**src/rtl/torpedo_scheduler.sv**
```systemverilog
// torpedo_scheduler
// Central arbiter for the ship's torpedo slots. It turns the fire button into
// one-cycle launch pulses aimed at the lowest free slot, enforces a refire
// cooldown, supports hold-to-autofire, and counts each slot's flight lifetime
// in frames.
//
// Ports:
//   clk       - pixel clock
//   resetN    - synchronous, active-low reset
//   enable    - game running; gates new requests only
//   fire      - fire button level (already synchronised)
//   vsync     - one-cycle frame pulse
//   hit       - per-slot release pulse
//   launch    - one-hot, one-cycle launch pulse per slot
//   active    - slot in flight
//   free_cnt  - number of slots not in flight
//   denied    - one-cycle pulse when a request is refused
module torpedo_scheduler #(
  parameter int unsigned T_NUM           = 4,
  parameter int unsigned LIFE_FRAMES     = 90,
  parameter int unsigned COOLDOWN_FRAMES = 4,
  parameter int unsigned REPEAT_FRAMES   = 10
) (
  input  logic                         clk,
  input  logic                         resetN,
  input  logic                         enable,
  input  logic                         fire,
  input  logic                         vsync,
  input  logic [T_NUM-1:0]             hit,
  output logic [T_NUM-1:0]             launch,
  output logic [T_NUM-1:0]             active,
  output logic [$clog2(T_NUM+1)-1:0]   free_cnt,
  output logic                         denied
);

  localparam int unsigned FW = $clog2(T_NUM + 1);
  localparam int unsigned LW = $clog2(LIFE_FRAMES + 1);
  localparam int unsigned CW = (COOLDOWN_FRAMES == 0) ? 1 : $clog2(COOLDOWN_FRAMES + 1);
  localparam int unsigned RW = (REPEAT_FRAMES == 0) ? 1 : $clog2(REPEAT_FRAMES + 1);

  logic             fire_d_q;
  logic             req_q, req_d;
  logic [RW-1:0]    rpt_q, rpt_d;
  logic [CW-1:0]    cool_q, cool_d, cool_eff;
  logic [LW-1:0]    life_q [T_NUM];
  logic [LW-1:0]    life_d [T_NUM];
  logic [T_NUM-1:0] active_q, active_d;
  logic [T_NUM-1:0] launch_q, launch_d;
  logic [T_NUM-1:0] pick;
  logic             pick_found;
  logic             denied_q, denied_d;
  logic [FW-1:0]    free_q, free_d;

  assign launch   = launch_q;
  assign active   = active_q;
  assign free_cnt = free_q;
  assign denied   = denied_q;

  // Request generation: rising edge fires at once, holding fire repeats every
  // REPEAT_FRAMES frames; releasing fire clears the repeat counter.
  always_comb begin
    req_d = 1'b0;
    rpt_d = rpt_q;
    if (!fire) begin
      rpt_d = '0;
    end else if (enable && !fire_d_q) begin
      req_d = 1'b1;
      rpt_d = RW'(REPEAT_FRAMES);
    end else if (enable && vsync && (REPEAT_FRAMES != 0)) begin
      if (rpt_q == RW'(1)) begin
        req_d = 1'b1;
        rpt_d = RW'(REPEAT_FRAMES);
      end else if (rpt_q != '0) begin
        rpt_d = rpt_q - RW'(1);
      end
    end
  end

  // Lowest-index free slot, taken from the registered active vector so a slot
  // being released this cycle is never targeted.
  always_comb begin
    pick       = '0;
    pick_found = 1'b0;
    for (int i = 0; i < T_NUM; i++) begin
      if (!active_q[i] && !pick_found) begin
        pick[i]    = 1'b1;
        pick_found = 1'b1;
      end
    end
  end

  // Cooldown decrement is applied before the readiness check.
  assign cool_eff = (vsync && (cool_q != '0)) ? (cool_q - CW'(1)) : cool_q;

  // Slot lifetimes, arbitration and free count.
  always_comb begin
    active_d = active_q;
    life_d   = life_q;
    launch_d = '0;
    denied_d = 1'b0;
    cool_d   = cool_eff;
    free_d   = '0;

    for (int i = 0; i < T_NUM; i++) begin
      if (active_q[i]) begin
        if (hit[i]) begin
          active_d[i] = 1'b0;
          life_d[i]   = '0;
        end else if (vsync) begin
          if (life_q[i] == LW'(1)) begin
            active_d[i] = 1'b0;
            life_d[i]   = '0;
          end else begin
            life_d[i] = life_q[i] - LW'(1);
          end
        end
      end
    end

    // A request arriving after enable has fallen is dropped without denial.
    if (req_q && enable) begin
      if ((cool_eff == '0) && pick_found) begin
        launch_d = pick;
        active_d = active_d | pick;
        cool_d   = CW'(COOLDOWN_FRAMES);
        for (int i = 0; i < T_NUM; i++) begin
          if (pick[i]) begin
            life_d[i] = LW'(LIFE_FRAMES);
          end
        end
      end else begin
        denied_d = 1'b1;
      end
    end

    for (int i = 0; i < T_NUM; i++) begin
      if (!active_d[i]) begin
        free_d = free_d + FW'(1);
      end
    end
  end

  // State registers with synchronous active-low reset.
  always_ff @(posedge clk) begin
    if (!resetN) begin
      fire_d_q <= 1'b0;
      req_q    <= 1'b0;
      rpt_q    <= '0;
      cool_q   <= '0;
      active_q <= '0;
      launch_q <= '0;
      denied_q <= 1'b0;
      free_q   <= FW'(T_NUM);
      for (int i = 0; i < T_NUM; i++) begin
        life_q[i] <= '0;
      end
    end else begin
      fire_d_q <= fire;
      req_q    <= req_d;
      rpt_q    <= rpt_d;
      cool_q   <= cool_d;
      active_q <= active_d;
      launch_q <= launch_d;
      denied_q <= denied_d;
      free_q   <= free_d;
      life_q   <= life_d;
    end
  end

endmodule

```
**config.mk**
```make
export PLATFORM = sky130hd
export DESIGN_NAME = torpedo_scheduler
export DESIGN_NICKNAME = d
export VERILOG_FILES = /design/src/rtl/torpedo_scheduler.sv
export SDC_FILE = /design/constraint.sdc
export NUM_CORES = 1
export LEC_CHECK = 0
export CORE_MARGIN = 8
export CORE_UTILIZATION = 52
export CTS_BUF_LIST = sky130_fd_sc_hd__clkbuf_4 sky130_fd_sc_hd__clkbuf_8 sky130_fd_sc_hd__clkbuf_16
export CTS_CLUSTER_DIAMETER = 40
export CTS_CLUSTER_SIZE = 14
export DETAILED_ROUTE_END_ITERATION = 10
export GPL_TIMING_DRIVEN = 0
export PLACE_DENSITY_LB_ADDON = 0.15
export RECOVER_POWER = 25
export SYNTH_ARGS = -nofsm -noshare
export SYNTH_HDL_FRONTEND = slang
export SYNTH_SLANG_ARGS = --single-unit
```
**constraint.sdc**
```tcl
create_clock -name clk -period 2.9 [get_ports clk]
set_input_delay 0.58 -clock clk [delete_from_list [all_inputs] [get_ports clk]]
set_output_delay 0.58 -clock clk [all_outputs]
set_load 0.05 [all_outputs]
```
## Word level (Yosys, flattened, before mapping)

Cells that the tools add are included.

- Register bits after elaboration: 49
- Bits in latches: 0
- RAM bits: 0
- Memory bits (read-only): 0
- Bits of input ports: 9
- Output and inout bits: 12
- Logic and storage cells: 118
- Memories kept: 0

- $add $sub $neg: 9
- $mul: 0
- Divide/modulo/power cells: 0
- Magnitude comparators: 0
- Equality and inequality tests: 5
- Shift-type cells: 0
- Multiplexer cells: 62
- Bitwise gates (word level): 3
- Reduce and logical (&&, ||, !) cells: 26

Operator list:

| cell | number |
|---|---|
| 2-to-1 mux 7 bit | 20 |
| 2-to-1 mux 28 bit | 2 |
| equality test 7 x 1 -> 1 bit (second input constant) | 4 |
| 2-to-1 mux 1 bit | 28 |
| subtractor 7 x 1 -> 7 bit (second input constant) | 4 |
| 2-to-1 mux 4 bit | 6 |
| 2-to-1 mux 3 bit | 6 |
| adder 3 x 1 -> 3 bit (second input constant) | 3 |
| logical AND 1 bit | 8 |
| AND reduction 2 bit | 4 |
| logical NOT 1 bit | 6 |
| nonzero test 3 bit | 2 |
| equality test 4 x 1 -> 1 bit (second input constant) | 1 |
| OR 4 bit | 1 |
| nonzero test 2 bit | 2 |
| nonzero test 4 bit | 1 |
| subtractor 4 x 1 -> 4 bit (second input constant) | 1 |
| logical NOT 3 bit | 1 |
| AND reduction 3 bit | 1 |
| OR reduction 3 bit | 1 |
| subtractor 3 x 1 -> 3 bit (second input constant) | 1 |
| NOT 1 bit | 2 |

## Logic depth before layout (Yosys ltp)

Gate-level depths: netlist (run 1).

- Depth in word-level cells: 19
- Mapped depth: 16
- Gate-level depth less buffers: 15

## Least setup slack after synthesis (run 1)

OpenSTA, ideal clock, no wires.

- Kind: register to register
- Start point: reg cool_q[0]
- End point: reg free_q[1] (netlist: free_cnt[1])
- Library setup time: 0.131 ns
- Arrival time: 3.015 ns
- Setup slack: -0.246 ns
- Cell stages (with the launch flop): 16
- Path buffers: 1
- Cell sequence: dfxtp_1 clkinv_1 ha_1 ha_1 nand2b_4 buf_6 or3_4 nand2_1 nand3_1 nand2_1 inv_1 ha_1 xnor2_2 ha_1 o21ai_0 a31oi_1

RTL lines:

| what | RTL line | RTL |
|---|---|---|
| from (decl) | 44 | `logic [CW-1:0] cool_q, cool_d, cool_eff;` |
| from (signal assigned) | 161 | `cool_q <= cool_d;` |
| branches (longest 2 deep; another with subtractor 3 x 1 -> 3 bit) | -- |  |
| 2-to-1 mux 3 bit * | 93 | `assign cool_eff = (vsync && (cool_q != '0)) ? (cool_q - CW'(1)) : cool_q;` |
| logical NOT 3 bit * | 122 | `if ((cool_eff == '0) && pick_found) begin` |
| logical AND 1 bit * | 122 |  |
| 2-to-1 mux 4 bit * | 122 |  |
| 2-to-1 mux 4 bit * | 121 | `if (req_q && enable) begin` |
| net active_d[1] | 47 | `logic [T_NUM-1:0] active_q, active_d;` |
| 2-to-1 mux 3 bit * | 137 | `if (!active_d[i]) begin` |
| adder 3 x 1 -> 3 bit | 138 | `free_d = free_d + FW'(1);` |
| 2-to-1 mux 3 bit * | 137 |  |
| adder 3 x 1 -> 3 bit | 138 |  |
| 2-to-1 mux 3 bit * | 137 |  |
| to (signal assigned) | 153 | `free_q <= FW'(T_NUM);` |
| to (signal assigned) | 165 | `free_q <= free_d;` |
| to (decl) | 52 | `logic [FW-1:0] free_q, free_d;` |

Mark *: on every way through the listed nets, which the timed path passes.
A chain may end at the register's enable or synchronous reset.

## Worst setup path after layout (run 1)

- Start point: in enable
- End point: reg free_q[2] (netlist: free_cnt[2])

- Longest elaborated chain between the ends: 9

RTL lines:

| what | RTL line | RTL |
|---|---|---|
| from (decl) | 26 | `input logic enable,` |
| logical AND 1 bit * | 121 |  |
| 2-to-1 mux 4 bit * | 121 |  |
| net active_d[0] | 47 |  |
| 2-to-1 mux 1 bit * | 137 |  |
| adder 3 x 1 -> 3 bit | 138 |  |
| 2-to-1 mux 3 bit * | 137 |  |
| adder 3 x 1 -> 3 bit | 138 |  |
| 2-to-1 mux 3 bit * | 137 |  |
| adder 3 x 1 -> 3 bit | 138 |  |
| 2-to-1 mux 3 bit * | 137 |  |

The timed path passes the listed nets; every way through them passes the cells marked *.

==> results of run 1 <==
==> what timing repair did <==
action                     CTS  global route
gates cloned                 0             0
pin swaps                    3             6
setup endpoints to repair    3             3
setup buffers                5             4
gates resized for setup      7             9
hold buffers                 0             0
==> registers in the layout (all words and copies together) (netlist names) <==
register	flops
req_q	1
launch	4
active	4
cool_q	3
rpt_q	4
denied	1
fire_d_q	1
free_cnt	3
life_q	28
==> critical path, delay by kind of cell <==
family                     cells  cell delay (ns)
AOI/OAI and AO/OA              2             0.41
buffers and inverters          3             0.89
xor gates and xnor gates       1             0.15
adders and majority gates      2             0.45
and+or+nand+nor                3             0.54
==> final cells by class <==
type	instances	area, µm²	area share [%]
timing repair buffer	27	248	8.06
buffer	8	33.8	1.10
inverter	23	88.8	2.89
sequential	49	983	32.0
multi-input combinational	235	1530	49.9
clock inverter	1	5.00	0.163
tap	67	83.8	2.73
clock buffer	7	96.3	3.14
==> cell usage in the layout (no fill, tap or decap), types with 8 or more instances in the layout <==
master / n
sky130_fd_sc_hd__inv_1: 18
sky130_fd_sc_hd__nor2_1: 36
sky130_fd_sc_hd__xnor2_1: 8
sky130_fd_sc_hd__nand2_1: 28
sky130_fd_sc_hd__nor3_1: 17
sky130_fd_sc_hd__a21oi_1: 26
sky130_fd_sc_hd__clkdlybuf4s50_1: 18
sky130_fd_sc_hd__o21ai_0: 20
sky130_fd_sc_hd__buf_4: 10
sky130_fd_sc_hd__ha_1: 13
sky130_fd_sc_hd__dfxtp_1: 47
sky130_fd_sc_hd__nand3_1: 8
==> through the flow <==
stage	instance area (µm²)	utilization (%)	setup TNS [ns]
final	3070	64.6	0
after global routing	3070	64.6	0
after detailed placement	2860	60.1	-1.16
after global placement	2860	60.1	-1.02
after floorplan	2590	-	0
after CTS	3030	63.8	0
==> how the worst max path moves through the flow <==
stage	end	cells past startpoint
floorplan	free_cnt[1]$_SDFF_PN0_	14
global placement	free_cnt[1]$_SDFF_PN0_	12
detailed placement	free_cnt[1]$_SDFF_PN0_	12
CTS	free_cnt[1]$_SDFF_PN0_	14
global route	free_cnt[1]$_SDFF_PN0_	11
finish	free_cnt[2]$_SDFF_PN1_	11
==> routing by layer <==
metal	GRT usage, %	wire length, µm	vias up
li1	-	-	1182
met1	20.1	2690	1097
met3	2.84	324	7
met5	0	0	-
met2	27.2	2800	56
met4	6.89	86	0
==> report_power, final <==
group	total, mW	leakage (nW)	internal [mW]	switching, mW
logic	0.412	0.692	0.203	0.209
clock network	0.442	0.0542	0.216	0.226
registers	0.740	0.397	0.709	0.0309
==> cell families after synthesis <==
group                      after synthesis
muxes                                    1
DFF                                     49
buffers and inverters                   34
xor gates and xnor gates                12
and+or+nand+nor                        128
adders and majority gates               16
AOI/OAI and AO/OA                       78
==> results.txt, run 1 <==
On the worst path, the slowest cell contributes a delay of 0.57 ns. After global routing the overflow that remains totals 0. The maximum fanout along the worst path is 6. The instance count of the mapped netlist came out at 318. The number of instances on the worst hold path is 2. The part of the Yosys area used for sequential elements came out at 38.1%. After Yosys synthesis, and, or, nand and nor cells account for 24.8% of the synthesized area. The I/O pin total came out at 21.

Once layout is complete, the cells apart from fillers number 417. The die is 86.4 µm wide. The total power divided by cell area is 519 mW/mm².

The area enclosed by the die boundary is 0.00746 mm². STA classifies the critical path startpoint as an input pin. After detailed routing, the average wire length per cell comes to 14.1 µm. The post-synthesis to final-layout area growth came out at 19.3%.

In this run the remaining antenna-violating nets after routing total 0. The number of filler cells placed in the layout came out at 435. The worst min-delay path endpoint is life_q[7]$_SDFF_PN0_.

The via-per-instance ratio came out at 5.62. The maximum number of buffers from clock root to sink is 2. The category of the worst setup path capture point is a flop. Setup violations remaining at the end of the flow were counted as 0. At the worst endpoint, the required time is 3.15 ns. The largest voltage drop on the vdd net is 234 µV. The path category of the worst min-delay check is reg -> reg. The startpoint of the tightest hold check path is life_q[7]$_SDFF_PN0_. The synthesized netlist devotes 19.0% of its cell area to compound gates. The fraction of the mapped netlist area in adder cells is 7.77%. The initial antenna violation count was 0.

The most used flip-flop cell after synthesis is sky130_fd_sc_hd__dfxtp_1. For this run, design rule violations remaining after detail routing come to 0. The warning count from the yosys run came out at 0.

The worst setup path is of the in -> reg kind. The violation count after the first detailed-route iteration is 112. The die is 86.4 µm tall. The share of final-layout standard cells stronger than drive strength 1 is 12.0%. The biggest area contributor in the post-synthesis netlist is sky130_fd_sc_hd__dfxtp_1. The placement-stage worst setup slack is -0.457 ns. Traced cell by cell, the critical path runs through clkdlybuf4s50_1 > nand4_1 > buf_4 > and2_4 > o21ai_2 > inv_2 > ha_4 > xnor2_2 > ha_1 > a211o_1 > nand3_1. The startpoint identified for the worst register-to-register timing path is cool_q[1]$_SDFF_PN0_. The clock transition time at the flip-flop clock pins of the worst setup and hold paths came out at 0.09 ns. The global-route usage over all layers is 16.3%. The highest achievable clock rate came out at 360 MHz. Once the floorplan was initialized, standard cells occupied 54.2% of the core. The static leakage power is 1.14 nW. Counting flops with a built-in enable in the synthesized netlist gives 0. The first global-routing pass estimated 9.86 mm of wire.

The via count of the first global-routing pass came out at 2179. Once detailed placement completed, the half-perimeter wirelength came to 4.11 mm. The max-slew violation total from the final report is 0.

The clock buffer count from CTS is 5. After synthesis, the largest family of logic cells by area is simple AND/OR/NAND/NOR gates. The mux share of post-synthesis cell area came out at 0.583%. By count the netlist is led by sky130_fd_sc_hd__dfxtp_1 (49), sky130_fd_sc_hd__nor2_1 (36), sky130_fd_sc_hd__nand2_1 (30), sky130_fd_sc_hd__a21oi_1 (26), sky130_fd_sc_hd__o21ai_0 (22). The post-route minimum period is 2.78 ns. In this run the critical register-to-register path is captured at free_cnt[2]$_SDFF_PN1_. The netlist uses 51 different library cells. The source-to-sink clock delay at the later pin of the worst-skew pair came out at 0.30 ns.

The total area inside the core boundary comes to 0.00475 mm². Buffers placed on the I/O ports in this run total 18. The clock net in this run drives a total of 49 sinks. The register-to-register path setup slack is 0.15 ns.

The placer congestion estimate is 0.867. The final worst-path setup slack came out at 0.119 ns. TritonCTS built the clock tree. The run finished with clean final reports. The relative slew slack is 60.6%.

The total wire length after detailed routing came out at 5.90 mm. The largest net degree at the start of global routing is 15. The master of the slowest instance on the critical path is sky130_fd_sc_hd__clkdlybuf4s50_1. The worst clock skew came out at 0.00559 ns. The via count came out at 2342.

The number of nets in the synthesized netlist is 343. The placement row count came out at 25. Hold timing on the final database bottoms out at a slack of 0.482 ns. At the end of the flow, the number of nets in the layout was 374. Across the run, the number of max-cap violations was 0. The first detailed-routing pass took 4 iterations.

The overall power came out at 1.59 mW. The first element of the critical path is enable. The maximum level of the CTS H-tree came out at 2. The slew at the pin closest to its max-slew limit came out at 0.584 ns.

The worst path uses 95.9% of the clock period. The worst reg-to-reg path cell count is 13. The arrival time of the worst setup path came out at 3.03 ns.

The master cell of the clock root buffer is sky130_fd_sc_hd__clkbuf_8. By area the synthesized netlist is led by sky130_fd_sc_hd__dfxtp_1 (38%), sky130_fd_sc_hd__ha_1 (7.8%), sky130_fd_sc_hd__nor2_1 (5.2%). The total standard cell area after synthesis came out at 0.00258 mm². A synthesized cell averages 8.10 µm². The number of diodes is 0. The post-placement cell count is 403. Of all flip-flops after synthesis, the portion carrying an async set or reset was 0%. The count of final hold-check violations is 0. The xor and xnor area share after synthesis came out at 4.37%. The fraction of post-synthesis cell area in the top cell type by area is 38.1%. The number of synthesized register bits is 49. Setup repair after global routing left no endpoint under its margin. The most frequent cell after synthesis is sky130_fd_sc_hd__dfxtp_1.
No activity file was read; power rests on OpenSTA's default activity.
==> inputs of run 2 (changes only) <==
CAP_MARGIN = 10   (was not set)
==> results of run 2 <==
The final DEF is identical to that of run 1; final timing and power are the same.
==> inputs of run 3 (changes only) <==
CELL_PAD_IN_SITES_DETAIL_PLACEMENT = 1   (was not set)
CELL_PAD_IN_SITES_GLOBAL_PLACEMENT = 1   (was not set)
CORE_UTILIZATION = 39   (was 52)
==> run 3 against run 2 <==
Net effect:
- final cell count rose by 2.6%
- sequential share of layout area fell by 0.23 points
- fmax rose by 0.45%
- die area rose by 27%
- critical endpoint is now free_cnt[1]$_SDFF_PN0_
==> results.txt, run 3 (same netlist as run 1, synthesis figures left out) <==
The flow ran to the end, and the final reports show no timing, DRC or antenna violations. The total wire length after detailed routing is 6.85 mm (+16%). The maximum fanout along the worst path is 7 (+1). The critical path data required time came out at 3.08 ns (-0.07 ns).

The share of final-layout standard cells stronger than drive strength 1 is 11.7% (-0.32 points). The endpoint identified for the worst register-to-register timing path is free_cnt[1]$_SDFF_PN0_. The slowest stage of the critical path is the sky130_fd_sc_hd__or3_4 cell. The via-per-instance ratio is 5.60 (-0.37%). The top register by number of flip-flops is life_q.

The part of the total power dissipated in the clock network came to 31.8% (+4.1 points). The worst reg-to-reg path cell count came out at 13 (unchanged). TritonCTS built the clock tree. The source-to-sink clock delay at the later pin of the worst-skew pair was 0.30 ns (about the same). The width of the chip is 97.3 µm (+13%). The maximum level of the CTS H-tree was 2 (unchanged). The cell that appears most often on the critical path is sky130_fd_sc_hd__ha_2.

The clock net sink count is 49 (unchanged). The final worst-path setup slack is 0.131 ns (+0.0125 ns). The vertical die dimension is 97.3 µm (+13%). The fraction of met1 tracks used by global routing is 18.5% (-1.6 points). Leaving out fill and tap cells, the most frequent cells in the layout are sky130_fd_sc_hd__dfxtp_1 (47), sky130_fd_sc_hd__nor2_1 (36), sky130_fd_sc_hd__nand2_1 (28). The max-slew violation total from the final report is 0 (unchanged). The category of the worst setup path capture point is a flop. The arrival time of the worst setup path is 2.94 ns (-0.09 ns).

The post-detailed-placement half-perimeter wirelength is 4.85 mm (+18%). The average detailed-routed wire length per instance is 16.0 µm (+13%). The path with the worst hold slack has its endpoint at life_q[7]$_SDFF_PN0_. The count of final hold-check violations came out at 0 (unchanged). The register-to-register path setup slack was 0.13 ns (-0.02 ns).

The overall power is 1.65 mW (+3.8%). In this run the most critical hold path is launched from life_q[7]$_SDFF_PN0_. The via count of the first global-routing pass is 2421 (+11%). The startpoint class of the critical path is a flop. The placement row count is 29 (+16%). The violation count after the first detailed-route iteration is 82 (-27%). The number of nets with antenna violations after detailed routing was 0 (unchanged).

The initial core utilization is 40.3% (-14 points). The switching fraction of total power came to 28.4% (-0.87 points). The flip-flop count of the largest register after layout came out at 28 (unchanged). The static leakage power is 1.16 nW (+1.7%). The proportion of power drawn by combinational gates came out at 23.5% (-2.3 points). The maximum number of buffers from clock root to sink came to 2 (unchanged). The tree is rooted in a sky130_fd_sc_hd__clkbuf_8.

The placement-stage worst setup slack came out at -0.500 ns (-0.0438 ns). The highest achievable clock rate came out at 361 MHz (+0.45%). The floorplan core area came out at 0.00639 mm² (+34%).

The placer congestion estimate came out at 0.791 (-8.8%). The largest voltage drop on the vdd net was 232 µV (-0.65%). The initial antenna violation count is 0 (unchanged).

The internal cell power is 1.18 mW (+5.0%). The number of diodes came out at 0 (unchanged). The final hold slack came out at 0.491 ns (+0.00950 ns). The met2 global-route usage is 24.4% (-2.8 points). The final global-route overflow total is 0 (unchanged). The area growth from synthesis to layout is 20.2%.

The worst clock skew came out at 0.00519 ns (-0.000397 ns). The sequential share of power came out at 44.7% (-1.7 points). The clock transition time at the flip-flop clock pins of the worst setup and hold paths came out at 0.09 ns (about the same).

The critical path goes through inv_4 > ha_2 > ha_2 > nand2b_4 > or3_4 > and2_4 > o21ai_4 > inv_2 > ha_4 > xnor2_2 > ha_1 > o21ai_1 > a31oi_1. The largest net degree at the start of global routing is 15 (unchanged). The worst setup path is of the reg -> reg kind. The number of nets in the final layout was 375 (+0.27%). The number of instances on the worst hold path came out at 2 (unchanged). The switching power was 470 µW (+0.70%). The final worst-path cycle share came out at 95.5% (-0.43 points). In this run the worst hold path is classified as reg -> reg. The post-route DRC violation count is 0 (unchanged). The wire length of the first global-routing pass came out at 11.7 mm (+19%).

The number of detailed-route iterations in the first pass came out at 4 (unchanged). The total negative slack is 0 ns (unchanged). The met3 capacity usage during global routing is 2.63% (-0.20 points). The global-route usage over all layers is 14.5% (-1.8 points).

The number of port buffers came out at 18 (unchanged). The number of buffers inserted by hold repair at cts is 0 (unchanged). Setup repair after global routing left no endpoint under its margin. The via count was 2395 (+2.3%). The final setup violation count came out at 0 (unchanged).

After global routing, the most crowded layer is met2. The post-route minimum period is 2.77 ns (-0.0125 ns). The area enclosed by the die boundary came to 0.00946 mm² (+27%). The slew at the pin closest to its max-slew limit came to 0.674 ns (+0.0905 ns).

The worst register-to-register path begins at cool_q[0]$_SDFF_PN0_. The delay of the slowest critical-path stage came out at 0.45 ns (-0.12 ns). Leaving out fill and tap cells, the most frequent cell in the layout is sky130_fd_sc_hd__dfxtp_1. The I/O pin total is 21 (unchanged). The clock buffer count from CTS is 5 (unchanged).

The number of maximum-capacitance violations is 0 (unchanged). The relative slew slack came out at 54.5% (-6.1 points). The total power divided by cell area is 534 mW/mm² (+3.0%).
## run 3: critical path, delay by kind of cell (launching register included)
family | cells | cell delay, ns
adder cells (fa/ha/maj) | 4 | 0.89
flip-flops | 1 | 0.37
AO/OA/AOI/OAI | 3 | 0.32
XOR/XNOR | 1 | 0.13
buffers and inverters | 2 | 0.11
AND/OR/NAND/NOR | 3 | 0.82
## run 3: timing repair
action / CTS / global route
setup endpoints to repair: 3 / 3
buffers inserted: 5 / 5
pin swaps: 3 / 7
gates resized for setup: 10 / 4
## run 3: metrics by stage
| step | std cells | utilization, % | cell area, µm² |
|---|---|---|---|
| 2_1_floorplan | 318 | - | 2590 |
| 5_1_grt | 428 | 48.5 | 3100 |
| 4_1_cts | 426 | 48.1 | 3070 |
| 3_5_place_dp | 413 | 44.9 | 2870 |
| 6_report | 428 | 48.5 | 3100 |
| 3_3_place_gp | 413 | 44.9 | 2870 |
## run 3: final cells by class
type	instances	area [µm²]
flip-flops and latches	49	983
inverters	23	88.8
multi-input cells	235	1520
clock buffers	7	90.1
repair buffers	28	254
fillers	780	3290
well taps	77	96.3
clock inverters	1	30.0
plain buffers	8	33.8
## run 3: worst max-delay path by stage
stage	startpoint	cells past startpoint	to	slack, ns
after floorplan	cool_q[0]$_SDFF_PN0_	14	free_cnt[1]$_SDFF_PN0_	0.01
after global placement	enable	12	free_cnt[1]$_SDFF_PN0_	-0.47
after detailed placement	enable	12	free_cnt[1]$_SDFF_PN0_	-0.50
after CTS	cool_q[0]$_SDFF_PN0_	14	free_cnt[1]$_SDFF_PN0_	0.02
after global routing	cool_q[0]$_SDFF_PN0_	13	free_cnt[1]$_SDFF_PN0_	0.002
final	cool_q[0]$_SDFF_PN0_	13	free_cnt[1]$_SDFF_PN0_	0.13
## run 3: layer usage
layer	part of all wire (%)	vias to the layer above
met5	0	-
met4	0.77	0
met3	2.0	4
met2	47	23
met1	50	1185
li1	-	1183
## run 3: power groups by stage
stage	clock, mW	combinational (mW)	sequential, mW
after floorplan	0	0.265	0.763
after global routing	0.562	0.440	0.745
final	0.526	0.388	0.740
after detailed placement	0	0.356	0.754
after CTS	0.540	0.381	0.736
after global placement	0	0.345	0.753
